[config.mk]
export PLATFORM = sky130hd
export DESIGN_NAME = trace_dumper
export DESIGN_NICKNAME = d
export VERILOG_FILES = /design/src/rtl/trace_dumper.sv
export SDC_FILE = /design/constraint.sdc
export NUM_CORES = 1
export LEC_CHECK = 0
export CAP_MARGIN = 10
export CORE_MARGIN = 3
export CORE_UTILIZATION = 52
export DETAILED_ROUTE_END_ITERATION = 7
export GPL_TIMING_DRIVEN = 1
export PLACE_DENSITY_LB_ADDON = 0.05
export SYNTH_ARGS = -nofsm -noshare
export SYNTH_HDL_FRONTEND = slang
export SYNTH_SLANG_ARGS = --single-unit
[constraint.sdc]
create_clock -name wb_clk_i -period 2.3 [get_ports wb_clk_i]
set_input_delay 0.345 -clock wb_clk_i [delete_from_list [all_inputs] [get_ports wb_clk_i]]
set_output_delay 0.345 -clock wb_clk_i [all_outputs]
set_load 0.005 [all_outputs]
[src/rtl/trace_dumper.sv]
// Wishbone master that reads a trace logger's trig and data regions word by word
// and streams them out as a framed, MSB-first byte sequence.
module trace_dumper #(
  parameter int DATA_WORDS = 3,
  parameter int IDX_W      = 10,
  parameter int WB_TIMEOUT = 255
) (
  input  logic        wb_clk_i,
  input  logic        wb_rst_ni,
  input  logic        start_i,
  output logic        busy_o,
  output logic        done_o,
  output logic        abort_o,
  output logic [23:2] wbm_adr_o,
  input  logic [31:0] wbm_dat_i,
  output logic        wbm_cyc_o,
  output logic        wbm_stb_o,
  output logic        wbm_we_o,
  output logic [3:0]  wbm_sel_o,
  input  logic        wbm_ack_i,
  input  logic        wbm_err_i,
  output logic [7:0]  tx_data_o,
  output logic        tx_valid_o,
  input  logic        tx_ready_i
);

  localparam logic [7:0]  HDR_SYNC  = 8'hA5;
  localparam logic [7:0]  HDR_COUNT = 8'(DATA_WORDS + 1);
  localparam logic [7:0]  TRL_OK    = 8'h5A;
  localparam logic [7:0]  TRL_ABORT = 8'hEE;
  localparam logic [7:0]  TMO_LAST  = 8'(WB_TIMEOUT - 1);
  localparam logic [11:0] LAST_REG  = 12'(DATA_WORDS);

  typedef enum logic [2:0] {
    IDLE,
    HDR0,
    HDR1,
    REQ,
    SHIFT,
    TRL
  } state_t;

  state_t            state_reg, state_next;
  logic [11:0]       region_reg, region_next;
  logic [IDX_W-1:0]  index_reg, index_next;
  logic [31:0]       shift_reg, shift_next;
  logic [1:0]        byte_cnt_reg, byte_cnt_next;
  logic [7:0]        timeout_reg, timeout_next;
  logic              abort_reg, abort_next;
  logic              done_reg, done_next;

  logic [31:0]       shift_shl;
  logic              idx_last;
  logic [9:0]        idx_ext;

  // Byte lanes move up one position per transfer; the bottom lane refills with zero.
  genvar gi;
  generate
    for (gi = 0; gi < 4; gi++) begin : g_lane
      if (gi == 0) begin : g_bottom
        assign shift_shl[7:0] = 8'h00;
      end else begin : g_upper
        assign shift_shl[8*gi +: 8] = shift_reg[8*(gi-1) +: 8];
      end
    end
  endgenerate

  assign idx_last = (index_reg == {IDX_W{1'b1}});
  assign idx_ext  = 10'(index_reg);

  always_ff @(posedge wb_clk_i or negedge wb_rst_ni) begin
    if (!wb_rst_ni) begin
      state_reg    <= IDLE;
      region_reg   <= '0;
      index_reg    <= '0;
      shift_reg    <= '0;
      byte_cnt_reg <= '0;
      timeout_reg  <= '0;
      abort_reg    <= 1'b0;
      done_reg     <= 1'b0;
    end else begin
      state_reg    <= state_next;
      region_reg   <= region_next;
      index_reg    <= index_next;
      shift_reg    <= shift_next;
      byte_cnt_reg <= byte_cnt_next;
      timeout_reg  <= timeout_next;
      abort_reg    <= abort_next;
      done_reg     <= done_next;
    end
  end

  always_comb begin
    state_next    = state_reg;
    region_next   = region_reg;
    index_next    = index_reg;
    shift_next    = shift_reg;
    byte_cnt_next = byte_cnt_reg;
    timeout_next  = timeout_reg;
    abort_next    = abort_reg;
    done_next     = 1'b0;

    case (state_reg)
      IDLE: begin
        if (start_i) begin
          abort_next  = 1'b0;
          region_next = '0;
          index_next  = '0;
          state_next  = HDR0;
        end
      end
      HDR0: begin
        if (tx_ready_i) state_next = HDR1;
      end
      HDR1: begin
        if (tx_ready_i) begin
          timeout_next = '0;
          state_next   = REQ;
        end
      end
      REQ: begin
        // err takes priority over a simultaneous ack
        if (wbm_err_i) begin
          abort_next = 1'b1;
          state_next = TRL;
        end else if (wbm_ack_i) begin
          shift_next    = wbm_dat_i;
          byte_cnt_next = '0;
          state_next    = SHIFT;
        end else if (timeout_reg == TMO_LAST) begin
          abort_next = 1'b1;
          state_next = TRL;
        end else begin
          timeout_next = timeout_reg + 8'd1;
        end
      end
      SHIFT: begin
        if (tx_ready_i) begin
          shift_next    = shift_shl;
          byte_cnt_next = byte_cnt_reg + 2'd1;
          if (byte_cnt_reg == 2'd3) begin
            if (idx_last && region_reg == LAST_REG) begin
              state_next = TRL;
            end else begin
              // index wraps naturally; a wrap moves on to the next region
              index_next   = index_reg + 1'b1;
              if (idx_last) region_next = region_reg + 12'd1;
              timeout_next = '0;
              state_next   = REQ;
            end
          end
        end
      end
      TRL: begin
        if (tx_ready_i) begin
          done_next  = 1'b1;
          state_next = IDLE;
        end
      end
      default: state_next = IDLE;
    endcase
  end

  always_comb begin
    tx_data_o  = 8'h00;
    tx_valid_o = 1'b0;
    case (state_reg)
      HDR0: begin
        tx_data_o  = HDR_SYNC;
        tx_valid_o = 1'b1;
      end
      HDR1: begin
        tx_data_o  = HDR_COUNT;
        tx_valid_o = 1'b1;
      end
      SHIFT: begin
        tx_data_o  = shift_reg[31:24];
        tx_valid_o = 1'b1;
      end
      TRL: begin
        tx_data_o  = abort_reg ? TRL_ABORT : TRL_OK;
        tx_valid_o = 1'b1;
      end
      default: begin
        tx_data_o  = 8'h00;
        tx_valid_o = 1'b0;
      end
    endcase
  end

  assign busy_o    = (state_reg != IDLE);
  assign done_o    = done_reg;
  assign abort_o   = abort_reg;
  assign wbm_cyc_o = (state_reg == REQ);
  assign wbm_stb_o = (state_reg == REQ);
  assign wbm_we_o  = 1'b0;
  assign wbm_sel_o = 4'hF;
  assign wbm_adr_o = {region_reg, idx_ext};

endmodule

==> metrics, run 1 <==
Layout Utilization a little over two thirds; logic gate share of total power approximately 41%; CP Data Required Time about 2000 ps; clock transition at the registers of the reported paths ~70 ps; CTS Root Cell clkbuf_8; WL met3 approximately 530 um; core box area ~6900 sq um; DR vias/cell 5.66; Pwr per Cell Area around 1000 nW/um^2; Max IR drop VDD between 400 and 500 uV; Syn. warnings 0; average size of a mapped cell roughly 9.1 sq um; crit-path max cell delay around 530 ps; Highest Signal Layer met4; worst-case clock buffer depth 2; cell count after synthesis 420; PortBufs 73; total congestion overflow 0; Final setup viols 0; synthesized area around 3800 sq um; Antenna Violating Nets Remaining 0; post-synth cell types 54; IO Pins 79; CTS H-Tree Depth 3; routed length on met2 about 4100 um; crit-path max FO 6; Setup CP Type register to primary output; Seq cells post-synth around 70; global-route wire length before repair around 15000 um; starting density of the core approximately 55%; die span in x between 90 and 100 um; DR iter-0 viols 220; GRT Resource Usage Total roughly 22%; WL final slightly below 9000 um; Post-synth EDFFs 0; status completed; CP arrival between 1500 and 2000 ps; RSZ-0062 raised after global routing false; clock tree sinks between 60 and 70; Worst slew margin 61.8%; CP Capture Type primary output; Nets between 500 and 600; P_int around 0.0031 W; Max Clock Skew 10.1 ps; crit path cell chain nor2b_2 > a22oi_1 > o22ai_1 > clkdlybuf4s50_1; Leak Pwr 2.17 nW; die height just over 90 um; ys flop type dfrtp_1; Final Max Slew Viols 0; Switch Pwr approximately 0.0018 W; fraction of layout cells with a size suffix above 1 under 10%; total die area between 8000 and 9000 sq um; Post-DP HPWL 6360 um; Initial DRT Pass Iterations 5; Worst path slowest cell clkdlybuf4s50_1; Final Hold Violating Endpoints 0; clock power share a little over a fifth; sequential cell area fraction in the yosys report a little under half; Tmin final approximately 2200 ps; cts bufs inserted 9; crit path launch type register; period utilization between 90 and 100%; sequential power share about 37%; Worst path top cell family by delay buffers and inverters; critical path buffer and inverter count 1; vias in the first global route 3177; Ant. Diodes 0; Vias ~3400; Layout area overhead 29.0%; Tot Pwr 0.00491 W; Hold WC Path Type register to register; Rows 30; MaxCap Viol Count 0; largest net degree at the start of global routing a little over 50; switch share approximately 36%; Residual DRC 0; Largest register FFs 32; TNS Setup 0 ps; routed len/inst 14.8 um; Final GP Congestion around 0.9; initial antenna violation count 0; WL met1 roughly 4000 um; Async SR Flop Fraction 100%; TritonCTS clock tree done; worst-margin pin slew 570 ps; f_max roughly 450 MHz; clk_lat worst skew roughly 340 ps
## cell type report
type | instances | area (sq um)
fill | 557 | 2030
clock buffer | 9 | 124
multi-input combinational | 317 | 1900
tap | 96 | 120
sequential | 69 | 1730
clock inverter | 7 | 90.1
timing repair buffer | 93 | 918
inverter | 7 | 26.3
## worst paths after layout
| path | cells after the start | to | startpoint | slack [ps] |
|---|---|---|---|---|
| max in group asynchronous | 3 | timeout_reg[2]$_DFFE_PN0P_ | wb_rst_ni | 1150 |
| worst max register to register | 6 | timeout_reg[6]$_DFFE_PN0P_ | idx_ext[0]$_DFFE_PN0P_ | 190 |
| worst min register to register | 2 | shift_reg[12]$_DFFE_PN0P_ | shift_reg[12]$_DFFE_PN0P_ | 480 |
| min in group asynchronous | 2 | state_reg[0]$_DFFE_PN0P_ | wb_rst_ni | 510 |
| worst min-delay path | 2 | shift_reg[12]$_DFFE_PN0P_ | shift_reg[12]$_DFFE_PN0P_ | 480 |
| worst max-delay path | 4 | tx_data_o[2] | state_reg[2]$_DFFE_PN0P_ | 80 |
## per-stage QoR
step | hold WS [ps] | cell area [sq um] | worst slack, ps | std cells
3_3_place_gp | 340 | 4680 | 168 | 581
6_report | 481 | 4910 | 80.6 | 598
2_1_floorplan | 49.4 | 3820 | 274 | 423
5_1_grt | 512 | 4910 | 11.3 | 598
3_5_place_dp | 351 | 4680 | 108 | 581
4_1_cts | 487 | 4910 | 39.7 | 598
## cell usage after synthesis, drive strengths merged (6+ instances only)
library cell | n | area, sq um
nor4 | 6 | 37.5
nor3 | 7 | 35.0
inv | 6 | 22.5
a21o | 6 | 45.0
nand4 | 6 | 37.5
o21ai | 57 | 293
dfrtp | 69 | 1730
clkbuf | 6 | 25.0
nor2 | 22 | 82.6
buf | 24 | 154
o31ai | 8 | 60.1
nand2 | 64 | 240
a21oi | 12 | 63.8
and3 | 15 | 93.8
nand2b | 10 | 62.6
mux2i | 28 | 280
nand3 | 11 | 55.1
a31oi | 8 | 50.1
## worst reg2reg max path, delay by kind of cell (launching register included)
kind / cells / cell delay, ps
simple gates: 4 / 1020
flops: 1 / 420
compound gates: 1 / 330
fa+ha+maj: 1 / 230
## layer usage
layer  track usage (%)  up-vias
met5                 0        -
met4              8.17        0
met3              3.98       13
met2              33.7      111
met1              30.6     1601
li1                  -     1657
## what timing repair did
action | 4_1_cts | 5_1_grt
setup buffers | 0 | 0
gates cloned | 0 | 0
hold endpoints to repair | 19 | 0
hold buffers | 1 | 0
resized for setup | 2 | 3
setup endpoints to repair | 4 | 5
## power by group through the flow
| stage | clock network (W) | logic (W) | registers, W |
|---|---|---|---|
| 2_1_floorplan | 0 | 0.00139 | 0.00175 |
| 3_3_place_gp | 0 | 0.00198 | 0.00183 |
| 3_5_place_dp | 0 | 0.00202 | 0.00185 |
| 4_1_cts | 0.00109 | 0.00204 | 0.00182 |
| 5_1_grt | 0.00114 | 0.00223 | 0.00188 |
| 6_report | 0.00107 | 0.00201 | 0.00183 |
## cells by family after synthesis
kind of cell / synth area share [%]
adders and majority gates: 1.64
other: 0.197
muxes: 7.65
buffers and inverters: 5.39
and+or+nand+nor: 21.0
DFF: 45.3
AOI/OAI and AO/OA: 18.5
xor gates and xnor gates: 0.230
## placed cells by master, fill, tap and decap left out, types with 3 or more instances in the layout
cell type	Yosys	routed
nand4_1	6	6
nor4_1	6	6
buf_4	7	16
ha_1	5	5
nor2_1	22	22
nor3_1	7	7
clkinv_2	0	3
nand2b_1	10	10
a211o_1	4	4
a21oi_1	11	11
buf_12	0	3
and3_1	15	15
conb_1	2	5
clkdlybuf4s50_1	0	71
o21ai_1	9	10
mux2i_1	28	28
inv_1	6	6
o31ai_1	8	8
a31o_2	3	3
nand3_1	11	11
nand2_1	64	64
a21o_1	6	6
or3_1	4	4
and2_1	4	4
dfrtp_1	69	67
a31oi_1	8	8
o21a_1	3	3
o21ai_0	46	45
clkbuf_8	0	9
nor2b_1	5	4
(Power assumes the default switching activity.)
==> run 2, diff against run 1 <==
--- a/config.mk
+++ b/config.mk
@@ -5,7 +5,6 @@
 export SDC_FILE = /design/constraint.sdc
 export NUM_CORES = 1
 export LEC_CHECK = 0
-export CAP_MARGIN = 10
 export CORE_MARGIN = 3
 export CORE_UTILIZATION = 52
 export DETAILED_ROUTE_END_ITERATION = 7
@@ -14,3 +13,4 @@
 export SYNTH_ARGS = -nofsm -noshare
 export SYNTH_HDL_FRONTEND = slang
 export SYNTH_SLANG_ARGS = --single-unit
+export TNS_END_PERCENT = 1
==> results of run 2 <==
No change in the layout: final DEF, timing and power equal those of run 1.
